==> src/rtl/fetch_if.sv <==
// fetch_if -- instruction fetch bus between the fetch unit and its environment.
//   instr_in     ROM word at address pc (combinational read)
//   stall        hold the PC this cycle
//   branch_en    taken branch this cycle
//   branch_rel   1: relative (branch_addr[7:0] signed), 0: absolute (branch_addr)
//   branch_addr  branch target / offset
//   pc           current fetch address
//   instr_valid  instr_in is executable this cycle
//   halt         fetch has stopped on HALT_OP
//   cycle_count  RUN cycles executed (0 unless FETCH_CYCLE_COUNT_EN)
// master = environment side, slave = fetch_unit side.
interface fetch_if #(
    parameter int PC_W    = 10,
    parameter int INSTR_W = 9
);
    logic [INSTR_W-1:0] instr_in;
    logic               stall;
    logic               branch_en;
    logic               branch_rel;
    logic [PC_W-1:0]    branch_addr;
    logic [PC_W-1:0]    pc;
    logic               instr_valid;
    logic               halt;
    logic [15:0]        cycle_count;

    modport master (
        output instr_in, stall, branch_en, branch_rel, branch_addr,
        input  pc, instr_valid, halt, cycle_count
    );

    modport slave (
        input  instr_in, stall, branch_en, branch_rel, branch_addr,
        output pc, instr_valid, halt, cycle_count
    );
endinterface

==> src/rtl/fetch_unit.sv <==
// fetch_unit -- PC sequencer with stall, absolute/relative branch and halt.
//   CLK    single clock, rising edge
//   start  synchronous active-high reset; the first edge with start low
//          launches fetch (one-cycle IDLE bubble, pc=0, instr_valid=0)
//   bus    fetch_if.slave: instruction/branch/stall in, pc/valid/halt/count out
// Optional feature: define FETCH_CYCLE_COUNT_EN to build the saturating RUN
// cycle counter; otherwise cycle_count is tied to zero.
// PC_W must be at least 8 (relative offset is branch_addr[7:0]).
module fetch_unit #(
    parameter int                 PC_W    = 10,
    parameter int                 INSTR_W = 9,
    parameter logic [INSTR_W-1:0] HALT_OP = {INSTR_W{1'b1}}
) (
    input  logic   CLK,
    input  logic   start,
    fetch_if.slave bus
);
    typedef enum logic [1:0] {IDLE, RUN, HALTED} state_t;

    state_t          state, state_nxt;
    logic [PC_W-1:0] pc_q, pc_nxt;
    logic            halt_q, halt_nxt;
    logic            valid;
    logic            is_halt;
    logic [PC_W-1:0] rel_off;

    assign is_halt = (bus.instr_in == HALT_OP);
    assign rel_off = {{(PC_W-8){bus.branch_addr[7]}}, bus.branch_addr[7:0]};

    // Stall outranks halt so a HALT_OP under stall waits; halt outranks branch.
    // PC adds wrap naturally at PC_W bits.
    always_comb begin
        state_nxt = state;
        pc_nxt    = pc_q;
        halt_nxt  = halt_q;
        valid     = 1'b0;
        case (state)
            IDLE: state_nxt = RUN;
            RUN: begin
                valid = ~bus.stall & ~is_halt;
                if (bus.stall) begin
                    pc_nxt = pc_q;
                end else if (is_halt) begin
                    state_nxt = HALTED;
                    halt_nxt  = 1'b1;
                end else if (bus.branch_en) begin
                    pc_nxt = bus.branch_rel ? pc_q + rel_off : bus.branch_addr;
                end else begin
                    pc_nxt = pc_q + PC_W'(1);
                end
            end
            HALTED: ;
            default: state_nxt = IDLE;
        endcase
    end

    always_ff @(posedge CLK) begin
        if (start) begin
            state  <= IDLE;
            pc_q   <= '0;
            halt_q <= 1'b0;
        end else begin
            state  <= state_nxt;
            pc_q   <= pc_nxt;
            halt_q <= halt_nxt;
        end
    end

    assign bus.pc          = pc_q;
    assign bus.halt        = halt_q;
    assign bus.instr_valid = valid;

`ifdef FETCH_CYCLE_COUNT_EN
    // Counts every RUN cycle, stalled ones too; sticks at all-ones.
    logic [15:0] cnt_q;
    always_ff @(posedge CLK) begin
        if (start)
            cnt_q <= '0;
        else if (state == RUN && cnt_q != 16'hFFFF)
            cnt_q <= cnt_q + 16'd1;
    end
    assign bus.cycle_count = cnt_q;
`else
    assign bus.cycle_count = 16'h0000;
`endif
endmodule

==> src/flat_wrapper.sv <==
// flat-port wrapper written by rule: the top's interface ports become plain ports
module fetch_unit_flat 
#(
    parameter int                 PC_W    = 10,
    parameter int                 INSTR_W = 9,
    parameter logic [INSTR_W-1:0] HALT_OP = {INSTR_W{1'b1}}
)
  (CLK, start, bus_instr_in, bus_stall, bus_branch_en, bus_branch_rel, bus_branch_addr, bus_pc, bus_instr_valid, bus_halt, bus_cycle_count);
  fetch_if #(.PC_W(PC_W), .INSTR_W(INSTR_W)) bus_i ();
  input  logic CLK;
  input  logic start;
  input wire logic [$bits(bus_i.instr_in)-1:0] bus_instr_in;
  input wire logic [$bits(bus_i.stall)-1:0] bus_stall;
  input wire logic [$bits(bus_i.branch_en)-1:0] bus_branch_en;
  input wire logic [$bits(bus_i.branch_rel)-1:0] bus_branch_rel;
  input wire logic [$bits(bus_i.branch_addr)-1:0] bus_branch_addr;
  output wire logic [$bits(bus_i.pc)-1:0] bus_pc;
  output wire logic [$bits(bus_i.instr_valid)-1:0] bus_instr_valid;
  output wire logic [$bits(bus_i.halt)-1:0] bus_halt;
  output wire logic [$bits(bus_i.cycle_count)-1:0] bus_cycle_count;
  assign bus_i.instr_in = bus_instr_in;
  assign bus_i.stall = bus_stall;
  assign bus_i.branch_en = bus_branch_en;
  assign bus_i.branch_rel = bus_branch_rel;
  assign bus_i.branch_addr = bus_branch_addr;
  assign bus_pc = bus_i.pc;
  assign bus_instr_valid = bus_i.instr_valid;
  assign bus_halt = bus_i.halt;
  assign bus_cycle_count = bus_i.cycle_count;
  fetch_unit #(.PC_W(PC_W), .INSTR_W(INSTR_W), .HALT_OP(HALT_OP)) u_core (.CLK(CLK), .start(start), .bus(bus_i));
endmodule
==> config.mk <==
export PLATFORM = sky130hd
export DESIGN_NAME = fetch_unit_flat
export DESIGN_NICKNAME = d
export VERILOG_FILES = /design/src/rtl/fetch_if.sv /design/src/rtl/fetch_unit.sv /design/src/flat_wrapper.sv
export SDC_FILE = /design/constraint.sdc
export NUM_CORES = 1
export LEC_CHECK = 0
export CORE_AREA = 2 2 62 64
export CTS_BUF_LIST = sky130_fd_sc_hd__clkbuf_8
export CTS_CLUSTER_DIAMETER = 40
export DETAILED_ROUTE_END_ITERATION = 16
export DIE_AREA = 0 0 64 66
export PLACE_DENSITY = 0.78
export REMOVE_ABC_BUFFERS = 1
export SETUP_SLACK_MARGIN = 0.2
export SLEW_MARGIN = 40
export SYNTH_ARGS = -nofsm -noshare
export SYNTH_HDL_FRONTEND = slang
export SYNTH_SLANG_ARGS = --single-unit
==> constraint.sdc <==
create_clock -name CLK -period 2.15 [get_ports CLK]
set_clock_uncertainty 0.15 [all_clocks]
set_input_delay 0.215 -clock CLK [delete_from_list [all_inputs] [get_ports CLK]]
set_output_delay 0.215 -clock CLK [all_outputs]
set_load 0.02 [all_outputs]
==> run metrics <==
HP Start bus_branch_addr[5]; Total Power 0.869 mW; GRT Residual Overflow 0; via/cell ratio 5.36; setup violators final 1; setup TNS -0.0409 ns; Port Buffers 35; Post-synth EDFFs 0; Die X 64 um; Die Y-Extent 66 um; RSZ-0062 raised after global routing yes; reg2reg setup slack -0.04 ns; post-DR wirelength/cell 14.5 um; worst vdd ir 0.365 mV; fraction of registers with async set/reset 0; Post-Syn Area 0.00146 mm2; final number of max-transition violations 0; CP max stage delay 0.37 ns; status finished with violations; largest net degree at the start of global routing 18; Pwr Density 393 mW/mm2; Layout area overhead 51.2%; via count 1580; Clock Latency Late Sink 0.25 ns; Final Hold Viols 0; worst hold margin 0.241 ns; fin crit share 1.02; Required @ worst endpoint 2.15 ns; YS warnings 0; number of global-route vias before repair 1419; WP data arrival 2.19 ns; Yosys cell types 57; Critical Path Slowest Stage Cell fa_2; reg2reg start u_core.bus.pc[0]$_SDFFE_PP0P_; Layout Nets 283; clk buf depth 2; antenna diode instance count 0; global-route wire length before repair 6600 um; cells after synthesis 184; Antenna Nets Post-Route 0; flops & latches, synth 13; CTS Hold Bufs 0; IO Count 52; Fmax 0.456 GHz; gpl congestion 0.854; initial core utilization 0.412; Area after DPL 0.00196 mm2; fin area 0.00221 mm2; clk slew on worst S/H paths 0.06 ns; dpl hpwl 3000 um; H-tree lvl count 1; initial antenna violation count 0; critical path class flip-flop to flip-flop; LEAKAGE 0.933 nW; startpoint types flip-flop; Worst Setup End Kind flip-flop; largest fanout on the critical path 2; DR DRC count 0; core area 0.00355 mm2; DRT Wirelength 4290 um; TritonCTS Buffers 3; Synth Area per Inst 7.94 um2; share of layout cells above drive strength 1 0.287; First-pass DRT Iterations 4; Min-Delay Path Class primary input to flip-flop; fillers 293; fin crit period 2.19 ns; CTS Root Buffer Type clkbuf_8; Rows 22; die area 0.00422 mm2; failing checks setup timing; GR Util All Layers 0.200; Crit. Startpoint u_core.bus.pc[0]$_SDFFE_PP0P_; CP cell instances ha_4 > fa_2 > a211oi_4 > o211ai_1 > a2111oi_2 > nor4b_2 > o21ba_1; Main synth FF type dfxtp_1; number of DRC markers in iteration 0 71; max-cap viol count 0; CTS tree done; final worst slack -0.0409 ns; sequential-to-total area share from yosys stat 0.178; Clock Sinks 13
==> logic make-up after synthesis <==
family | count (synthesis) | share of synthesized area
multiplexers | 4 | 0.0291
AO/OA/AOI/OAI | 59 | 0.286
buffers and inverters | 29 | 0.137
XOR/XNOR | 5 | 0.0300
AND/OR/NAND/NOR | 62 | 0.238
other | 1 | 0.00257
flip-flops | 13 | 0.178
adder cells (fa/ha/maj) | 11 | 0.0993
==> sequential cells by signal, indices dropped and copies added (netlist names) <==
register,cells
u_core.bus.pc,10
u_core.state,2
u_core.bus.halt,1
==> final cells by class <==
type | count | area, um2 | share of cell area
Multi-Input combinational cell | 157 | 1210 | 0.546
Timing Repair Buffer | 69 | 616 | 0.279
Sequential cell | 13 | 265 | 0.120
Tap cell | 48 | 60.1 | 0.0272
Clock buffer | 3 | 41.3 | 0.0187
Inverter | 4 | 15.0 | 0.00680
Clock inverter | 1 | 5.00 | 0.00227
==> synthesized netlist by cell type (2+ instances only) <==
| master | n | share of area |
|---|---|---|
| a211oi_1 | 5 | 0.026 |
| a21o_1 | 2 | 0.010 |
| a21oi_1 | 15 | 0.051 |
| a221oi_2 | 2 | 0.021 |
| and3_1 | 4 | 0.017 |
| and3b_1 | 2 | 0.012 |
| buf_2 | 2 | 0.0068 |
| buf_4 | 17 | 0.087 |
| buf_6 | 2 | 0.015 |
| clkbuf_1 | 3 | 0.0077 |
| dfxtp_1 | 13 | 0.18 |
| ha_1 | 10 | 0.086 |
| inv_1 | 3 | 0.0077 |
| mux2_2 | 2 | 0.015 |
| mux2i_1 | 2 | 0.014 |
| nand2_1 | 11 | 0.028 |
| nand2b_1 | 4 | 0.017 |
| nand3_1 | 5 | 0.017 |
| nand3b_1 | 2 | 0.010 |
| nand4_1 | 2 | 0.0086 |
| nor2_1 | 15 | 0.039 |
| nor3_1 | 5 | 0.017 |
| nor3b_1 | 2 | 0.010 |
| nor4_1 | 3 | 0.013 |
| o211ai_1 | 2 | 0.010 |
| o21a_1 | 2 | 0.010 |
| o21ai_0 | 6 | 0.021 |
| o21ai_1 | 6 | 0.021 |
| o21bai_1 | 3 | 0.015 |
| o31ai_1 | 2 | 0.010 |
| xnor2_1 | 2 | 0.012 |
| xor2_1 | 3 | 0.018 |
==> stage by stage <==
step	std cells	utilization	setup slack, ns
global route	295	0.622	-0.102
floorplan	174	-	-0.249
CTS	293	0.597	-0.0762
detailed placement	286	0.552	-0.598
global placement	286	0.552	-0.510
finish	295	0.622	-0.0409
==> routing by layer <==
metal	track usage	wire, um
met5	0	0
met4	0.0734	82
met3	0.0477	175
met2	0.350	2270
met1	0.237	1760
==> critical path: cells and delay by family (launching register included) <==
kind            cells  cell delay (ns)
fa+ha+maj           2             0.53
compound gates      4             0.99
flops               1             0.33
simple gates        1             0.08
==> power by group <==
group          switching [mW]  internal, mW
combinational           0.186         0.185
clock                   0.104         0.129
sequential             0.0133         0.252
total                   0.303         0.566
==> path summary, 6_finish.rpt <==
check / to / cells past startpoint
worst max-delay path: u_core.bus.pc[8]$_SDFFE_PP0P_ / 7
worst min-delay path: u_core.bus.pc[5]$_SDFFE_PP0P_ / 3
worst max register to register: u_core.bus.pc[8]$_SDFFE_PP0P_ / 7
worst min register to register: u_core.bus.halt$_SDFFE_PP0P_ / 2
==> layout by cell type, fill, tap and decap left out, drive strengths merged, types with 6 or more instances in the layout <==
master,synthesis,routed
a211oi,6,6
a21oi,16,16
buf,21,34
clkdlybuf4s50,0,27
conb,1,16
dfxtp,13,13
ha,10,10
nand2,11,11
nand3,6,6
nor2,15,15
nor3,6,6
o21ai,12,12
==> repair_timing <==
action                                 in CTS  in global routing
pin swaps                                  15                 16
endpoints found under the hold margin       0                  0
resized for setup                          22                 15
setup buffers                               3                  2
setup endpoints to repair                   9                  9
Power figures use the tool's default switching activity.
